==> src/rtl/cim_pkg.sv <==
// Shared definitions for the CIM bit-serial activation driver.
//   N_CH   : number of lanes feeding the adder tree
//   ACT_W  : activation width, also the number of planes per frame
//   W_W    : weight width, also the partial-product lane width
//   State encoding for the driver FSM and a lane-slicing helper for the packed activation bus.
package cim_pkg;

    localparam int unsigned N_CH   = 32;
    localparam int unsigned ACT_W  = 4;
    localparam int unsigned W_W    = 4;
    localparam int unsigned ADDR_W = 5;
    localparam int unsigned BIT_W  = 2;

    typedef logic [0:0] state_t;
    localparam state_t ST_IDLE  = 1'b0;
    localparam state_t ST_SHIFT = 1'b1;

    // Lane i of the packed activation bus sits at bits [i*ACT_W +: ACT_W].
    function automatic logic [ACT_W-1:0] act_lane(input logic [N_CH*ACT_W-1:0] bus,
                                                  input int unsigned lane);
        return bus[lane*ACT_W +: ACT_W];
    endfunction

endpackage

==> src/rtl/cim_plane_gate.sv <==
// Combinational partial-product plane generator.
//   act_bit_i : one activation bit per lane (the bit of the plane being emitted)
//   weight_i  : per-lane weights
//   pp_o      : packed plane, lane i = act_bit_i[i] ? weight_i[i] : 0 (plain AND, no carries)
module cim_plane_gate
    import cim_pkg::*;
(
    input  logic [N_CH-1:0]     act_bit_i,
    input  logic [W_W-1:0]      weight_i [N_CH],
    output logic [N_CH*W_W-1:0] pp_o
);

    always_comb begin
        pp_o = '0;
        for (int i = 0; i < N_CH; i++) begin
            pp_o[i*W_W +: W_W] = weight_i[i] & {W_W{act_bit_i[i]}};
        end
    end

endmodule

==> src/rtl/cim_bitserial_driver.sv <==
// Bit-serial activation driver for the CIM macro array.
// Accepts a 32-lane vector of 4-bit activations per frame (valid/ready), holds a 32-entry
// weight register file, and emits one registered partial-product plane per cycle, MSB first.
//   clk, rst_n       : clock, asynchronous active-low reset
//   w_we_i/w_addr_i/w_data_i : weight write port (IDLE only), w_drop_o pulses on a dropped write
//   act_valid_i/act_ready_o/act_data_i : activation vector handshake
//   pp_valid_o/pp_data_o/pp_bit_o/pp_first_o/pp_last_o : plane stream to the adder tree
//   busy_o           : frame in progress
module cim_bitserial_driver
    import cim_pkg::*;
(
    input  logic                    clk,
    input  logic                    rst_n,
    input  logic                    w_we_i,
    input  logic [ADDR_W-1:0]       w_addr_i,
    input  logic [W_W-1:0]          w_data_i,
    output logic                    w_drop_o,
    input  logic                    act_valid_i,
    output logic                    act_ready_o,
    input  logic [N_CH*ACT_W-1:0]   act_data_i,
    output logic                    pp_valid_o,
    output logic [N_CH*W_W-1:0]     pp_data_o,
    output logic [BIT_W-1:0]        pp_bit_o,
    output logic                    pp_first_o,
    output logic                    pp_last_o,
    output logic                    busy_o
);

    state_t                 state_q, state_d;
    logic [BIT_W-1:0]       bit_cnt_q, bit_cnt_d;
    logic [N_CH*ACT_W-1:0]  act_q, act_d;
    logic [W_W-1:0]         weight_q [N_CH];

    logic                   pp_valid_q, pp_valid_d;
    logic [N_CH*W_W-1:0]    pp_data_q, pp_data_d;
    logic [BIT_W-1:0]       pp_bit_q, pp_bit_d;
    logic                   pp_first_q, pp_first_d;
    logic                   pp_last_q, pp_last_d;
    logic                   w_drop_q, w_drop_d;

    logic                   act_ready;
    logic                   act_hs;
    logic                   addr_ok;
    logic                   w_wr;
    logic [N_CH-1:0]        act_bit;
    logic [N_CH*W_W-1:0]    plane;

    // Ready never looks at act_valid_i, so the source sees a stable ready in every cycle.
    assign act_ready = (state_q == ST_IDLE) || (state_q == ST_SHIFT && bit_cnt_q == '0);
    assign act_hs    = act_valid_i && act_ready;

    // With a full address space every index is a real lane; only check when lanes are fewer.
    if (N_CH < (1 << ADDR_W)) begin : g_addr_chk
        assign addr_ok = (32'(w_addr_i) < N_CH);
    end else begin : g_addr_full
        assign addr_ok = 1'b1;
    end

    // Writes only land while no frame is using the weights; a same-cycle handshake wins.
    assign w_wr     = w_we_i && addr_ok && (state_q == ST_IDLE) && !act_hs;
    assign w_drop_d = w_we_i && addr_ok && ((state_q == ST_SHIFT) || act_hs);

    always_comb begin
        logic [ACT_W-1:0] lane;
        lane    = '0;
        act_bit = '0;
        for (int i = 0; i < N_CH; i++) begin
            lane       = act_lane(act_q, i);
            act_bit[i] = lane[bit_cnt_q];
        end
    end

    cim_plane_gate u_plane_gate (
        .act_bit_i (act_bit),
        .weight_i  (weight_q),
        .pp_o      (plane)
    );

    always_comb begin
        state_d    = state_q;
        bit_cnt_d  = bit_cnt_q;
        act_d      = act_q;
        pp_valid_d = 1'b0;
        pp_data_d  = pp_data_q;
        pp_bit_d   = pp_bit_q;
        pp_first_d = pp_first_q;
        pp_last_d  = pp_last_q;
        case (state_q)
            ST_IDLE: begin
                if (act_hs) begin
                    act_d     = act_data_i;
                    bit_cnt_d = BIT_W'(ACT_W - 1);
                    state_d   = ST_SHIFT;
                end
            end
            ST_SHIFT: begin
                pp_valid_d = 1'b1;
                pp_data_d  = plane;
                pp_bit_d   = bit_cnt_q;
                pp_first_d = (bit_cnt_q == BIT_W'(ACT_W - 1));
                pp_last_d  = (bit_cnt_q == '0);
                if (bit_cnt_q != '0) begin
                    bit_cnt_d = bit_cnt_q - 1'b1;
                end else if (act_valid_i) begin
                    // Reload on the last plane so the next frame follows with no bubble.
                    act_d     = act_data_i;
                    bit_cnt_d = BIT_W'(ACT_W - 1);
                end else begin
                    state_d = ST_IDLE;
                end
            end
            default: state_d = ST_IDLE;
        endcase
    end

    always_ff @(posedge clk or negedge rst_n) begin
        if (!rst_n) begin
            state_q    <= ST_IDLE;
            bit_cnt_q  <= '0;
            act_q      <= '0;
            pp_valid_q <= 1'b0;
            pp_data_q  <= '0;
            pp_bit_q   <= '0;
            pp_first_q <= 1'b0;
            pp_last_q  <= 1'b0;
            w_drop_q   <= 1'b0;
        end else begin
            state_q    <= state_d;
            bit_cnt_q  <= bit_cnt_d;
            act_q      <= act_d;
            pp_valid_q <= pp_valid_d;
            pp_data_q  <= pp_data_d;
            pp_bit_q   <= pp_bit_d;
            pp_first_q <= pp_first_d;
            pp_last_q  <= pp_last_d;
            w_drop_q   <= w_drop_d;
        end
    end

    always_ff @(posedge clk or negedge rst_n) begin
        if (!rst_n) begin
            for (int i = 0; i < N_CH; i++) begin
                weight_q[i] <= '0;
            end
        end else if (w_wr) begin
            weight_q[w_addr_i] <= w_data_i;
        end
    end

    assign act_ready_o = act_ready;
    assign w_drop_o    = w_drop_q;
    assign pp_valid_o  = pp_valid_q;
    assign pp_data_o   = pp_data_q;
    assign pp_bit_o    = pp_bit_q;
    assign pp_first_o  = pp_first_q;
    assign pp_last_o   = pp_last_q;
    assign busy_o      = (state_q == ST_SHIFT);

endmodule

==> config.mk <==
export PLATFORM = sky130hd
export DESIGN_NAME = cim_bitserial_driver
export DESIGN_NICKNAME = d
export VERILOG_FILES = /design/src/rtl/cim_pkg.sv /design/src/rtl/cim_plane_gate.sv /design/src/rtl/cim_bitserial_driver.sv
export SDC_FILE = /design/constraint.sdc
export NUM_CORES = 1
export LEC_CHECK = 0
export ABC_AREA = 1
export CAP_MARGIN = 5
export CORE_ASPECT_RATIO = 1.1
export CORE_MARGIN = 3
export CORE_UTILIZATION = 35
export CTS_BUF_LIST = sky130_fd_sc_hd__clkbuf_4 sky130_fd_sc_hd__clkbuf_8 sky130_fd_sc_hd__clkbuf_16
export CTS_CLUSTER_DIAMETER = 30
export DETAILED_ROUTE_END_ITERATION = 16
export MAX_ROUTING_LAYER = met4
export PLACE_DENSITY = 0.68
export SLEW_MARGIN = 20
export SYNTH_ARGS = -nofsm -noshare
export SYNTH_HDL_FRONTEND = slang
export SYNTH_SLANG_ARGS = --single-unit
==> constraint.sdc <==
create_clock -name clk -period 1.9 [get_ports clk]
set_input_delay 0.38 -clock clk [delete_from_list [all_inputs] [get_ports clk]]
set_output_delay 0.38 -clock clk [all_outputs]
set_load 0.1 [all_outputs]
==> results.py <==
metrics = {
    "grt": {
        "grt_usage_pct": 20.9,
        "grt_overflow_total": 0,
        "grt_start_max_net_pins": 133,
        "first_global_vias": 15600,
        "antenna_found_initial": 4,
        "grt_pass1_wl_mm": 83.4,
    },
    "floorplanning": {
        "dieArea_um2": 52000,
        "die_w_um": 218,
        "core-area_um2": 48200,
        "num_rows": 84,
        "die_h_um": 239,
        "start_util_pct": 35.8,
        "num_io_pins": 277,
    },
    "finish": {
        "final_cell_area_um2": 24300,
        "fillCellCount": 4369,
        "area_growth_pct": 40.8,
        "regArea_um2": 9840,
        "final_cells": 3103,
        "layout-drive-gt1-share_pct": 16.0,
        "multi_input_area_um2": 6810,
        "nets": 2528,
    },
    "placed_design": {
        "dp_hpwl_mm": 34.0,
        "gp_congestion": 0.814,
        "dp_cells": 2935,
        "io_buffers": 276,
        "place_area_um2": 21100,
    },
    "timing": {
        "fmax_mhz": 494,
        "finalHoldViolations": 0,
        "relSlewSlack_pct": 52.9,
        "finalSetupViolCount": 1,
        "slew_viol_final": 0,
        "skew_ns": 0.0207,
        "rsz0062_at_grt": "true",
        "worst_slack_ns": -0.123,
        "worstMarginPinSlew_ns": 0.707,
        "timing.final.crit_share_pct": 106,
        "fin_crit_ns": 2.02,
        "fin_hold_ws_ns": 0.104,
    },
    "run_status": {
        "violations": "negative setup slack",
        "status": "finished with violations",
    },
    "pwr": {
        "power_density_nw_per_um2": 1570,
        "power.leakage_uw": 0.0125,
        "irDropWorstVdd_uv": 994,
    },
    "routing": {
        "routed_wl_mm": 52.6,
        "vias": 15200,
        "viasPerCell": 4.91,
        "wl_per_cell_um": 16.9,
        "dr.pass1.iters": 6,
        "drc_errors": 0,
        "postRouteAntennaNets": 0,
        "drt_iter0_markers": 1138,
    },
    "synth": {
        "syn_avg_cell_area_um2": 8.29,
        "synth_top_family_by_area": "simple AND/OR/NAND/NOR gates",
        "yosys.area.top_type": "dfrtp_1",
        "ys_seq_elements": 393,
        "synth.most_common_cell": "nand2_1",
        "synth-xor-area-share_pct": 0,
        "synth-compound-area-share_pct": 0.130,
        "ys_async_sr_fraction_pct": 100,
        "ys_top_cells_by_area": "dfrtp_1 (57%), nand2_1 (23%), nand3_1 (9.3%)",
        "ys_warn_count": 0,
        "synth_area_um2": 17300,
        "syn_nets": 2226,
        "yosys.area_share.simple_pct": 38.7,
        "synth_cell_types": 20,
        "synth_top_area_share_pct": 57.0,
        "synth_fa_ha_area_share_pct": 0.145,
        "synth_edf_count": 0,
        "synthTopCellsByCount": "nand2_1 (1072), dfrtp_1 (393), nand3_1 (321)",
        "synth-main-ff-cell": "dfrtp_1",
        "synth.yosys.seq_area_share_pct": 57.0,
        "synth.mux.area_fraction_pct": 0,
        "synth_cells": 2083,
    },
    "critical_path": {
        "r2r_start": "bit_cnt_q[0]$_DFFE_PN0P_",
        "r2r-end": "act_q[127]$_DFFE_PN0P_",
        "critPathArrivalTime_ns": 1.64,
        "crit_start": "bit_cnt_q[0]$_DFFE_PN0P_",
        "path_delay_family": "flip-flops",
        "max_stage_delay_ns": 0.42,
        "rr_worst_depth": 7,
        "crit_cells": 4,
        "worstPathRequired_ns": 1.52,
        "cp_max_fo": 2,
        "path_buf_inv": 2,
        "critPathSlowestCell": "dfrtp_4",
        "crit_end": "act_ready_o",
        "rrSetupSlack_ns": 0.12,
        "path_cells": "inv_4, ha_4, or2_4, buf_12",
        "critPathLaunchType": "flop",
        "path_class": "reg -> out",
        "endpoint_kind": "output port",
    },
    "clocking": {
        "clockBufferDepth": 3,
        "clk_latency_ns": 0.59,
        "cts_tree": "built",
        "clk_pin_slew_ns": 0.04,
        "cts.sinks": 393,
        "cts-buffers-inserted": 88,
        "root_buffer": "clkbuf_16",
        "htreeDepth": 3,
    },
    "min_path": {
        "hp-class": "in -> reg",
    },
    "flow_run": {
        "cap_violations": 0,
    },
}
[cell type report]
class / count / area share (%)
Sequential cell: 393 / 40.5
Multi-Input combinational cell: 1546 / 28.0
Timing Repair Buffer: 345 / 15.0
Clock buffer: 109 / 10.2
Tap cell: 645 / 3.32
Clock inverter: 51 / 2.75
Inverter: 11 / 0.190
Antenna cell: 3 / 0.0309
[per-layer routing]
| metal | up-vias | global-route usage, % | share of wire [%] |
|---|---|---|---|
| met5 | - | - | 0 |
| met4 | 0 | 7.45 | 2.6 |
| met3 | 106 | 4.22 | 5.4 |
| met2 | 461 | 34.4 | 49 |
| met1 | 7346 | 25.7 | 43 |
| li1 | 7326 | - | - |
[logic make-up after synthesis]
kind of cell | count (synthesis)
DFF | 393
AOI/OAI and AO/OA | 4
buffers and inverters | 144
adders and majority gates | 2
and+or+nand+nor | 1540
[flip-flops by register name (all words and copies together), names as in the netlist, 2 cells and up]
| register | flops |
|---|---|
| act_q | 128 |
| bit_cnt_q | 2 |
| pp_bit_o | 2 |
| pp_data_o | 128 |
| weight_q | 128 |
[per-stage QoR]
| step | util [%] | setup WS, ns | setup TNS [ns] | total power [µW] |
|---|---|---|---|---|
| after floorplan | - | 0.00365 | 0 | 18900 |
| after global placement | 43.7 | 0.00345 | 0 | 22200 |
| after detailed placement | 43.7 | -0.0814 | -0.828 | 22400 |
| after CTS | 50.4 | -0.164 | -0.177 | 38700 |
| after global routing | 50.4 | -0.172 | -0.172 | 40300 |
| final | 50.4 | -0.123 | -0.123 | 38300 |
[timing repair]
item / 4_1_cts / 5_1_grt
setup buffers: 3 / 1
endpoints found under the setup margin: 2 / 46
pin swaps: 2 / 0
gates cloned: 1 / 0
hold buffers: 1 / 0
gates resized for setup: 6 / 1
hold endpoints to repair: 27 / 0
[worst min-delay path by stage]
stage          cells past startpoint  slack, ns   startpoint                endpoint
6_report                           3       0.10  act_valid_i      w_drop_o$_DFF_PN0_
5_1_grt                            3       0.07  act_valid_i      w_drop_o$_DFF_PN0_
3_5_place_dp                       1       0.34        rst_n  act_q[110]$_DFFE_PN0P_
4_1_cts                            3       0.05  act_valid_i      w_drop_o$_DFF_PN0_
3_3_place_gp                       1       0.34        rst_n  act_q[108]$_DFFE_PN0P_
2_1_floorplan                      0       0.08        rst_n    act_q[0]$_DFFE_PN0P_
[worst register-to-register path, delay by kind of cell, from the launching register on]
kind	cells	cell delay, ns
adders and majority gates	1	0.11
buffers and inverters	3	0.62
DFF	1	0.48
and+or+nand+nor	3	0.50
[where the power goes]
| group | internal [µW] | switching (µW) | total [µW] |
|---|---|---|---|
| Clock | 10900 | 4880 | 15800 |
| Combinational | 3040 | 8100 | 11100 |
| Sequential | 10300 | 1090 | 11400 |
| Total | 24200 | 14100 | 38300 |
[cell usage in the layout (no fill, tap or decap), types with 7 or more instances in the layout]
cell,count
nand2_1,1071
dfrtp_1,390
nand3_1,321
buf_4,147
clkdlybuf4s50_1,134
nand3b_1,128
clkbuf_16,90
buf_12,56
clkbuf_8,13
bufinv_16,12
clkinvlp_4,12
clkinv_4,10
inv_6,9
inv_1,8
nor3_2,7
clkinv_2,7
(Power assumes the default switching activity.)
==> RTL change 1 (same flow settings) <==
Change the package constant `N_CH` from 32 to 64.
--- a/src/rtl/cim_pkg.sv
+++ b/src/rtl/cim_pkg.sv
@@ -7,3 +7,3 @@
 
-    localparam int unsigned N_CH   = 32;
+    localparam int unsigned N_CH   = 64;
     localparam int unsigned ACT_W  = 4;
Interface: changed (resized act_data_i and pp_data_o); port bits go from 277 to 533. No check against the original RTL was run, so the function may have changed too.
==> RTL change 1 against the unedited design <==
The flow still finishes with violations (setup timing); sequential share of layout area down 2.4 points; synthesized cell count up 6.1%; maximum frequency up 4.2%; routed wire length up 7.0%; area after synthesis up 5.7%; combinational power up 16%; sequential cell count unchanged; non-clock buffer count up 5; total power up 6.5%; via count up 3.5%; critical endpoint unchanged; cell area up 6.4%; first-iteration DRC count down 14%; worst setup slack better by 0.081 ns.
==> RTL change 1: results (changes against the unedited design) <==
worst setup margin - -0.0425 ns (+0.0807 ns)
Worst slew margin - 0.558 (+0.0298)
final setup vio count - 1 (unchanged)
H-tree depth - 3 (unchanged)
clk_skew - 0.0136 ns (-0.00706 ns)
IO buf count - 276 (unchanged)
clock slew at reported path FFs - 0.05 ns
global-route wire length before repair - 87100 µm (+4.4%)
routability cong. - 0.813 (-0.21%)
initial antenna violation count - 7 (+3)
Commonest cells post-synth - 1065 x nand2_1, 393 x dfrtp_1, 321 x nand3_1
vias in the first global route - 15794 (+1.0%)
layout cells sized above 1 - 0.159 (-0.00103)
sequential area share after synthesis - 0.539 (-0.0306)
Setup TNS - -0.0425 ns (+0.0807 ns)
Post-Place Cells - 3085 (+5.1%)
DP Area - 22400 µm² (+6.3%)
failing checks - setup timing
largest net degree at the start of global routing - 134 (+0.75%)
worst vdd ir - 1050 µV (+6.1%)
Worst-Skew Late Latency - 0.61 ns (+0.02 ns)
Cell variety after synth - 20 (unchanged)
DP Wirelength - 36600 µm (+7.6%)
Via density - 4.83 (-1.8%)
arrival time worst endpoint - 1.56 ns (-0.08 ns)
initial DRC count - 982 (-14%)
Syn Area/Cell - 8.25 µm² (-0.44%)
routed len/inst - 17.2 µm (+1.5%)
ranking of synthesized cells by area - dfrtp_1 54%, nand2_1 22%, nand3_1 8.8%
Final Non-Filler Cells - 3270 (+5.4%)
total track usage - 0.208 (-0.000974)
status - finished with violations
nets@finish - 2791 (+10%)
TritonCTS Buffers - 90 (+2.3%)
Leak - 13.2 nW (+5.9%)
pre-CTS WS - 0.0135 ns (+0.0949 ns)
RTL change 1: cell types whose count changed in the layout (fill, tap and decap cells not counted), moves of 3 or more:
cell	unedited run	this run
nand2_2	1	4
clkinvlp_4	12	6
buf_4	147	89
clkbuf_16	90	93
nand2_1	1071	1064
buf_12	56	117
diode_2	3	6
clkinv_2	7	14
clkbuf_4	6	12
conb_1	0	128
clkinv_4	10	6
RTL change 1: cell families (layout without fill, tap and decap cells):
group | after synthesis | after routing | share of synthesized area
AND/OR/NAND/NOR | 1540 | 1540 | 0.369
other | 1 | 134 | 0.000206
buffers and inverters | 271 | 530 | 0.0892
flip-flops | 393 | 393 | 0.539
AO/OA/AOI/OAI | 4 | 4 | 0.00110
adder cells (fa/ha/maj) | 2 | 2 | 0.00137
RTL change 1: worst max-delay path: stages, from the launching register on:
cell	delay, ns
dfrtp_4	0.48
inv_4	0.07
ha_4	0.12
nor2_4	0.04
inv_6	0.08
buf_12	0.17
RTL change 1: area by class of cell:
cell class | instances | area [µm²]
clock buffer | 118 | 2580
multi-input combinational | 1674 | 7320
tap | 667 | 835
sequential | 393 | 9840
antenna | 6 | 15.0
clock inverter | 51 | 707
timing repair buffer | 350 | 4510
inverter | 11 | 51.3
fill | 4705 | 25500
RTL change 1: final timing paths:
| kind | from | to | slack (ns) | cells after the start |
|---|---|---|---|---|
| setup / recovery | bit_cnt_q[0]$_DFFE_PN0P_ | act_ready_o | -0.04 | 5 |
| hold / removal | act_valid_i | act_q[120]$_DFFE_PN0P_ | 0.16 | 3 |
| setup reg to reg | bit_cnt_q[0]$_DFFE_PN0P_ | act_q[9]$_DFFE_PN0P_ | 0.10 | 9 |
| hold reg to reg | act_q[29]$_DFFE_PN0P_ | act_q[29]$_DFFE_PN0P_ | 0.47 | 2 |
| max in group asynchronous | rst_n | weight_q[229]$_DFFE_PN0P_ | 0.87 | 3 |
| min in group asynchronous | rst_n | pp_data_o[108]$_DFFE_PN0P_ | 0.33 | 2 |
RTL change 1: layer usage:
layer  wire (µm)  global-route usage  vias to the layer above  share of wire
met5           0                   -                        -              0
met4        1420              0.0689                        0          0.025
met3        3420              0.0388                      111          0.061
met2       28100               0.354                      556           0.50
met1       23300               0.250                     7641           0.41
li1            -                   -                     7470              -
RTL change 1: power by group:
group          total [mW]  internal (mW)  switching [mW]  leakage, nW
sequential           11.4           10.3            1.13         5.25
clock                16.4           11.5            4.96         1.62
combinational        12.9           3.51            9.38         6.33
RTL change 1: repair_timing:
item	in CTS	in global routing
endpoints found under the hold margin	30	0
cloned	1	1
pin swaps	2	0
resized for setup	5	1
hold buffers	1	0
buffers inserted	6	1
endpoints found under the setup margin	2	3
==> RTL change 2 (same settings) <==
Made on the original files. `pp_data_q` no longer has a reset.
--- a/src/rtl/cim_bitserial_driver.sv
+++ b/src/rtl/cim_bitserial_driver.sv
@@ -121,3 +121,2 @@
             pp_valid_q <= 1'b0;
-            pp_data_q  <= '0;
             pp_bit_q   <= '0;
@@ -131,3 +130,2 @@
             pp_valid_q <= pp_valid_d;
-            pp_data_q  <= pp_data_d;
             pp_bit_q   <= pp_bit_d;
@@ -137,2 +135,6 @@
         end
+    end
+
+    always_ff @(posedge clk) begin
+        pp_data_q <= pp_data_d;
     end
Behaviour: differs if rst_n is asserted again (counterexample within 4 cycles, from zero or initial values and one cycle with rst_n low); with rst_n held inactive, the same outputs for 4 cycles.
==> RTL change 2 against the unedited design <==
The flow still finishes with violations (setup timing); sequential power rose by 16%; cell area fell by 3.0%; area after synthesis fell by 4.7%; combinational power rose by 59%; global-route usage fell by 1.1 points; sequential cell count did not move; maximum frequency fell by 0.36%; die area fell by 4.6%; total power rose by 17%; worst setup slack got worse by 0.0072 ns; synthesized cell count fell by 12%; routed wire length fell by 9.1%; first-iteration DRC count fell by 32%; largest power group is now combinational logic.
==> RTL change 2: results (changes against the unedited design) <==
routed len/inst - 17.0 µm (+0.52%)
routed wl met2 - 24200 µm (-5.3%)
M3 GR Usage - 0.0329 (-0.00929)
Register-to-Register Path Depth - 9 (+2)
M2 GR Usage - 0.327 (-0.0163)
Synth Area in Adders - 0.00152 (+0.0000711)
worst setup margin - -0.130 ns (-0.00724 ns)
routability cong. - 0.824 (+1.2%)
total track usage - 0.198 (-0.0112)
Final Non-Filler Cells - 2807 (-9.5%)
ranking of synthesized cells by area - dfrtp_1 40%, edfxtp_1 23%, nand2_1 16%
final setup vio count - 1 (unchanged)
M1 GR Usage - 0.244 (-0.0132)
failing checks - setup timing
ys async rst share - 0.674 (-0.326)
met1 wire length - 19800 µm (-14%)
nets@finish - 2297 (-9.1%)
status - finished with violations
Commonest cells post-synth - 720 x nand2_1, 321 x nand3_1, 265 x dfrtp_1
DP Area - 20600 µm² (-2.4%)
R2R Path Start - bit_cnt_q[1]$_DFFE_PN0P_
DP Wirelength - 31200 µm (-8.4%)
Critical Path Fanout Max - 2 (unchanged)
clk_skew - 0.0192 ns (-0.00151 ns)
TritonCTS Buffers - 77 (-13%)
Vias - 13496 (-11%)
worst flop-to-flop path endpoint - act_q[115]$_DFFE_PN0P_
largest net degree at the start of global routing - 97 (-27%)
Post-Place Cells - 2646 (-9.8%)
post-synthesis compound-gate area fraction - 0.00137 (+0.0000640)
Leak - 11.4 nW (-8.9%)
vias in the first global route - 13658 (-13%)
met3 wire len - 2620 µm (-7.4%)
pre-CTS WS - -0.0408 ns (+0.0406 ns)
initial antenna violation count - 1 (-3)
slew at the pin closest to its max-slew limit - 0.559 ns (-0.148 ns)
flop-to-flop setup slack - 0.07 ns (-0.05 ns)
initial DRC count - 775 (-32%)
# fillers - 4021 (-8.0%)
drt pass-1 iters - 5 (-1)
sequential cell area - 10500 µm² (+6.5%)
Post-synth EDFFs - 128 (+128)
Pint - 25.9 mW (+7.0%)
layout cells sized above 1 - 0.180 (+0.0202)
worst vdd ir - 985 µV (-0.95%)
syn_nets - 1973 (-11%)
global-route wire length before repair - 73700 µm (-12%)
sequential area share after synthesis - 0.636 (+0.0668)
Mapped Cells - 1830 (-12%)
-- RTL change 2: worst max-delay path, cell delays in order, from the launching register on --
cell      delay, ns
dfrtp_1        0.37
clkinv_2       0.07
ha_2           0.16
or2_4          0.27
buf_12         0.18
-- RTL change 2: timing repair --
| action | CTS | global route |
|---|---|---|
| hold buffers | 1 | 0 |
| gates resized for setup | 7 | 8 |
| pin swaps | 2 | 1 |
| setup buffers | 10 | 2 |
| cloned | 2 | 2 |
| endpoints found under the hold margin | 37 | 0 |
| endpoints found under the setup margin | 2 | 131 |
-- RTL change 2: power groups by stage --
stage          clock network, mW  logic, mW  registers, mW
2_1_floorplan                  0       5.14           20.7
3_3_place_gp                   0       17.0           13.2
3_5_place_dp                   0       17.2           13.3
4_1_cts                     14.3       17.7           13.2
5_1_grt                     14.7       18.9           13.4
6_report                    14.1       17.7           13.2
-- RTL change 2: how the worst min path moves through the flow --
stage / start / to / slack [ns] / depth (start not counted)
floorplan: rst_n / act_q[0]$_DFFE_PN0P_ / 0.08 / 0
global placement: rst_n / weight_q[113]$_DFFE_PN0P_ / 0.33 / 1
detailed placement: rst_n / weight_q[114]$_DFFE_PN0P_ / 0.33 / 1
CTS: act_valid_i / w_drop_o$_DFF_PN0_ / 0.09 / 3
global route: act_valid_i / w_drop_o$_DFF_PN0_ / 0.12 / 3
finish: act_valid_i / w_drop_o$_DFF_PN0_ / 0.13 / 3
-- RTL change 2: cell type report --
class,count,area share
multi-input cells,1194,0.219
flip-flops and latches,393,0.444
inverters,139,0.0222
clock buffers,91,0.0901
repair buffers,349,0.167
diodes,1,0.000106
clock inverters,52,0.0265
well taps,588,0.0312
-- RTL change 2: logic make-up after synthesis --
logic type,after synthesis
buffers and inverters,243
AOI/OAI and AO/OA,4
and+or+nand+nor,1188
adders and majority gates,2
DFF,393
